`src/rtl/pipe_skid_reg.sv`:
```
// Handshaked pipeline register with a one-entry skid buffer and registered in_ready.
// Bubbles always present BUBBLE_CTRL with zero data; saturating stall counter for perf.
module pipe_skid_reg #(
    parameter int                DATA_W      = 96,
    parameter int                CTRL_W      = 16,
    parameter logic [CTRL_W-1:0] BUBBLE_CTRL = 16'h0000,
    parameter int                CNT_W       = 8
) (
    input  logic              clk,
    input  logic              rst_n,
    input  logic              flush,
    input  logic              in_valid,
    output logic              in_ready,
    input  logic [CTRL_W-1:0] in_ctrl,
    input  logic [DATA_W-1:0] in_data,
    output logic              out_valid,
    input  logic              out_ready,
    output logic [CTRL_W-1:0] out_ctrl,
    output logic [DATA_W-1:0] out_data,
    output logic [CNT_W-1:0]  stall_cnt
);

    typedef enum logic [1:0] {
        ST_EMPTY = 2'd0,
        ST_FULL  = 2'd1,
        ST_SKID  = 2'd2
    } state_t;

    localparam logic [CNT_W-1:0] CNT_MAX = {CNT_W{1'b1}};

    state_t              r_state;
    logic                r_out_valid;
    logic [CTRL_W-1:0]   r_out_ctrl;
    logic [DATA_W-1:0]   r_out_data;
    logic [CTRL_W-1:0]   r_skid_ctrl;
    logic [DATA_W-1:0]   r_skid_data;
    logic                r_in_ready;
    logic [CNT_W-1:0]    r_stall_cnt;

    logic                w_accept;
    logic                w_drain;
    logic                w_stall;

    assign w_accept = in_valid & r_in_ready;
    assign w_drain  = r_out_valid & out_ready;
    assign w_stall  = r_out_valid & ~out_ready;

    always_ff @(posedge clk or negedge rst_n) begin
        if (!rst_n) begin
            r_state     <= ST_EMPTY;
            r_out_valid <= 1'b0;
            r_out_ctrl  <= BUBBLE_CTRL;
            r_out_data  <= '0;
            r_skid_ctrl <= BUBBLE_CTRL;
            r_skid_data <= '0;
            r_in_ready  <= 1'b1;
            r_stall_cnt <= '0;
        end else if (flush) begin
            r_state     <= ST_EMPTY;
            r_out_valid <= 1'b0;
            r_out_ctrl  <= BUBBLE_CTRL;
            r_out_data  <= '0;
            r_skid_ctrl <= BUBBLE_CTRL;
            r_skid_data <= '0;
            r_in_ready  <= 1'b1;
            r_stall_cnt <= '0;
        end else begin
            if (w_stall && (r_stall_cnt != CNT_MAX)) begin
                r_stall_cnt <= r_stall_cnt + 1'b1;
            end
            unique case (r_state)
                ST_EMPTY: begin
                    if (w_accept) begin
                        r_state     <= ST_FULL;
                        r_out_valid <= 1'b1;
                        r_out_ctrl  <= in_ctrl;
                        r_out_data  <= in_data;
                    end
                    r_in_ready <= 1'b1;
                end
                ST_FULL: begin
                    if (w_accept && w_drain) begin
                        r_out_ctrl <= in_ctrl;
                        r_out_data <= in_data;
                        r_in_ready <= 1'b1;
                    end else if (w_accept) begin
                        // Downstream stalled: park the new entry, close the gate.
                        r_state     <= ST_SKID;
                        r_skid_ctrl <= in_ctrl;
                        r_skid_data <= in_data;
                        r_in_ready  <= 1'b0;
                    end else if (w_drain) begin
                        r_state     <= ST_EMPTY;
                        r_out_valid <= 1'b0;
                        r_out_ctrl  <= BUBBLE_CTRL;
                        r_out_data  <= '0;
                        r_in_ready  <= 1'b1;
                    end else begin
                        r_in_ready <= 1'b1;
                    end
                end
                ST_SKID: begin
                    if (w_drain) begin
                        r_state     <= ST_FULL;
                        r_out_ctrl  <= r_skid_ctrl;
                        r_out_data  <= r_skid_data;
                        r_skid_ctrl <= BUBBLE_CTRL;
                        r_skid_data <= '0;
                        r_in_ready  <= 1'b1;
                    end else begin
                        r_in_ready <= 1'b0;
                    end
                end
                default: begin
                    r_state     <= ST_EMPTY;
                    r_out_valid <= 1'b0;
                    r_out_ctrl  <= BUBBLE_CTRL;
                    r_out_data  <= '0;
                    r_in_ready  <= 1'b1;
                end
            endcase
        end
    end

    assign in_ready  = r_in_ready;
    assign out_valid = r_out_valid;
    assign out_ctrl  = r_out_ctrl;
    assign out_data  = r_out_data;
    assign stall_cnt = r_stall_cnt;

endmodule

```
`config.mk`:
```
export PLATFORM = sky130hd
export DESIGN_NAME = pipe_skid_reg
export DESIGN_NICKNAME = d
export VERILOG_FILES = /design/src/rtl/pipe_skid_reg.sv
export SDC_FILE = /design/constraint.sdc
export NUM_CORES = 1
export LEC_CHECK = 0
export CORE_ASPECT_RATIO = 0.75
export CORE_MARGIN = 8
export CORE_UTILIZATION = 45
export DETAILED_ROUTE_END_ITERATION = 10
export DONT_BUFFER_PORTS = 1
export MAX_ROUTING_LAYER = met4
export RECOVER_POWER = 100
export SYNTH_ARGS = -nofsm -noshare
export SYNTH_HDL_FRONTEND = slang
export SYNTH_SLANG_ARGS = --single-unit
```
`constraint.sdc`:
```
create_clock -name clk -period 2.8 [get_ports clk]
set_input_delay 0.56 -clock clk [delete_from_list [all_inputs] [get_ports clk]]
set_output_delay 0.56 -clock clk [all_outputs]
set_load 0.005 [all_outputs]
```
==> results of run 1 <==
==> critical path: cells and delay by family (launching register included) <==
kind	cells	cell delay, ps
AOI/OAI and AO/OA	3	670
buffers and inverters	2	710
adders and majority gates	1	360
DFF	1	420
==> layout by cell type, fill, tap and decap left out, types with 3 or more instances in the layout <==
cell	instances
o2bb2ai_1	111
dfrtp_1	235
o211ai_1	3
ha_1	4
nand2_1	227
o21ai_0	110
buf_12	4
a22oi_1	112
nor2_1	8
a21oi_1	5
xor2_1	5
bufinv_16	3
clkbuf_16	25
buf_4	7
nor2b_1	3
clkbuf_1	7
clkbuf_8	6
o21ai_1	6
and3_1	3
==> cells in the mapped netlist, drive strengths merged <==
library cell | number | area, um^2
a211oi | 1 | 7.51
a21boi | 1 | 7.51
a21o | 1 | 7.51
a21oi | 5 | 25.0
a221oi | 1 | 26.3
a22oi | 112 | 841
a31oi | 1 | 6.26
and2 | 1 | 6.26
and2b | 1 | 7.51
and3 | 3 | 18.8
and4 | 1 | 8.76
buf | 41 | 314
clkbuf | 48 | 181
dfrtp | 235 | 5880
dfstp | 1 | 26.3
ha | 5 | 62.6
inv | 2 | 7.51
mux2 | 2 | 22.5
mux2i | 2 | 20.0
nand2 | 227 | 852
nand3 | 2 | 10.0
nand4 | 2 | 12.5
nor2 | 9 | 33.8
nor2b | 4 | 25.0
nor3 | 1 | 5.00
o211ai | 3 | 22.5
o21ai | 116 | 581
o2bb2ai | 113 | 1040
o31ai | 1 | 7.51
or3 | 2 | 12.5
or4 | 1 | 7.51
xor2 | 5 | 43.8
==> registers in the layout, indices dropped and copies added, names as in the netlist <==
name,flops
out_valid,1
r_skid_data,96
stall_cnt,8
r_state,2
in_ready,1
r_skid_ctrl,16
out_data,96
out_ctrl,16
==> worst max path at each step <==
stage / start / endpoint / slack, ps / cells after the start
floorplan: r_state[0] / out_data[16] / 910 / 10
global placement: r_state[1] / out_data[0] / 570 / 7
detailed placement: r_state[0] / out_data[2] / 500 / 7
CTS: r_state[0] / out_data[2] / 500 / 7
global route: r_state[0] / r_skid_data[89] / 160 / 6
finish: r_state[0] / r_skid_data[84] / 380 / 6
==> final cells by class <==
type,instances,area [um^2]
fill,2018,11100
inverter,2,7.51
clock buffer,38,734
timing repair buffer,15,168
clock inverter,5,100
multi-input combinational,623,3720
tap,294,368
sequential,236,5910
==> routing by layer <==
| layer | GRT usage (%) | routed length [um] | vias to the layer above |
|---|---|---|---|
| met5 | - | 0 | - |
| met4 | 3.55 | 389 | 0 |
| met3 | 6.80 | 2750 | 24 |
| met2 | 26.0 | 11300 | 239 |
| met1 | 27.0 | 12200 | 3458 |
| li1 | - | - | 3337 |
==> kinds of logic after synthesis <==
group	after synthesis	share of synthesized area (%)
AOI/OAI and AO/OA	355	25.4
and+or+nand+nor	254	9.87
DFF	236	58.3
buffers and inverters	91	4.97
xor gates and xnor gates	5	0.432
adders and majority gates	5	0.618
muxes	4	0.420
==> metrics by stage <==
stage / area, um^2 / setup WS [ps]
2_1_floorplan: 10100 / 912
5_1_grt: 11000 / 163
6_report: 11000 / 383
4_1_cts: 11100 / 499
3_5_place_dp: 10200 / 502
3_3_place_gp: 10200 / 573
==> power by group through the flow <==
| stage | logic (W) | clock network, W | registers [W] |
|---|---|---|---|
| 6_report | 0.00203 | 0.00338 | 0.00469 |
| 5_1_grt | 0.00229 | 0.00361 | 0.00478 |
| 4_1_cts | 0.00213 | 0.00347 | 0.00471 |
| 3_5_place_dp | 0.00214 | 0 | 0.00475 |
| 3_3_place_gp | 0.00210 | 0 | 0.00476 |
| 2_1_floorplan | 0.00171 | 0 | 0.00453 |
==> repair_timing <==
action,in CTS,in global routing
buffers inserted,0,0
hold endpoints to repair,236,236
setup endpoints to repair,0,0
==> results.cfg, run 1 <==
[run_status]
status = finished with violations
violations = hold timing

[routing]
dr.pass1.iters = 4
route.vias.total = 7058
drt-total-wl_um = 26600
post_drt_wl_per_cell_um = 21.9
antenna_left = 0
avgViaCountPerCell = 5.82
drc = 0
drt_iter0_drc = 482

[place]
hpwl_um = 16200
gp_congestion = 0.759
dp_cells = 1170
place.port_buffers = 0

[global_routing]
grtUsageTotal_pct = 19.1
grt_max_degree = 237
overflow = 0
antenna_found_initial = 0
grt_pass1_wl_um = 41900
first_global_vias = 6750

[timing]
finalCritPeriodShare_pct = 86.3
final-hold-violation-count = 235
hold_ws_ps = -262
rsz0062_at_grt = false
final-max-slew-violation-count = 0
tightestPinTransition_ps = 813
setup_total_negative_slack_ps = 0
finalSetupViolations = 0
fmax_mhz = 414
period_needed_ps = 2420
max_slew_margin_pct = 45.2
skew_ps = 18.2

[clocking]
clk-insertion-delay-late_ps = 510
clkSinkCount = 236
clk_pin_slew_ps = 60
clockRootBuffer = clkbuf_16
cts_tree = done
h-tree-depth = 1
numCtsBuffers = 24
clk_path_buf_depth = 3
postCtsResizedCells = 0

[synthesis]
yosysSeqAreaShare_pct = 58.3
syn_nets = 1072
avgSynthCellArea_um2 = 10.7
synthCells = 950
ys_warn_count = 0
syn_area_um2 = 10100
yosysUniqueCellTypes = 38
synth_seq_cells = 236

[power]
p_comb_share_pct = 20.1
power.density_nw_per_um2 = 918
ir_drop_uv = 481
power.switching_w = 0.00322
internal_power_w = 0.00688
seqPwrFrac_pct = 46.5
power_frac_clock_pct = 33.4
totalPowerFinal_w = 0.0101
leakage_nw = 4.81
swShare_pct = 31.9

[layout]
syn2layout_area_growth_pct = 8.62
fin_util_pct = 49.8
fin_cells = 1213
drive_gt1_share_pct = 6.64
n_antenna_cell = 0
num-nets-final = 1024

[setup_path]
cp_cell_sequence = inv_1, ha_4, a21oi_1, a221oi_4, buf_6, o21ai_0
cpPeakStageDelay_ps = 570
end_kind = flip-flop
crit_type = flip-flop to flip-flop
worstSetupStartpointType = flip-flop
reg2reg_from = r_state[0]
rr_worst_depth = 6
worst_path_max_delay_cell = buf_6
r2r_setup_slack_ps = 380
cp.required_ps = 3150
cp_max_fo = 114
cp.arrival_ps = 2760
r2r_end = r_skid_data[84]

[floorplan]
start_util_pct = 45.8
pin_count = 239
fp.coreArea_um2 = 22100
dieArea_um2 = 27600
die_h_um = 146
die_x_um = 189
rows = 47

[min_path]
hp-class = primary input to asynchronous set/reset pin

[run]
maxCapViolCount = 0
No activity file was read; power rests on OpenSTA's default activity.
==> run 2: changes to the inputs <==
--- a/config.mk
+++ b/config.mk
@@ -12,6 +12,7 @@
 export DONT_BUFFER_PORTS = 1
 export MAX_ROUTING_LAYER = met4
 export RECOVER_POWER = 100
+export SETUP_SLACK_MARGIN = 0.05
 export SYNTH_ARGS = -nofsm -noshare
 export SYNTH_HDL_FRONTEND = slang
 export SYNTH_SLANG_ARGS = --single-unit
==> results of run 2 <==
Final layout, timing and power as in run 1 (identical DEF).
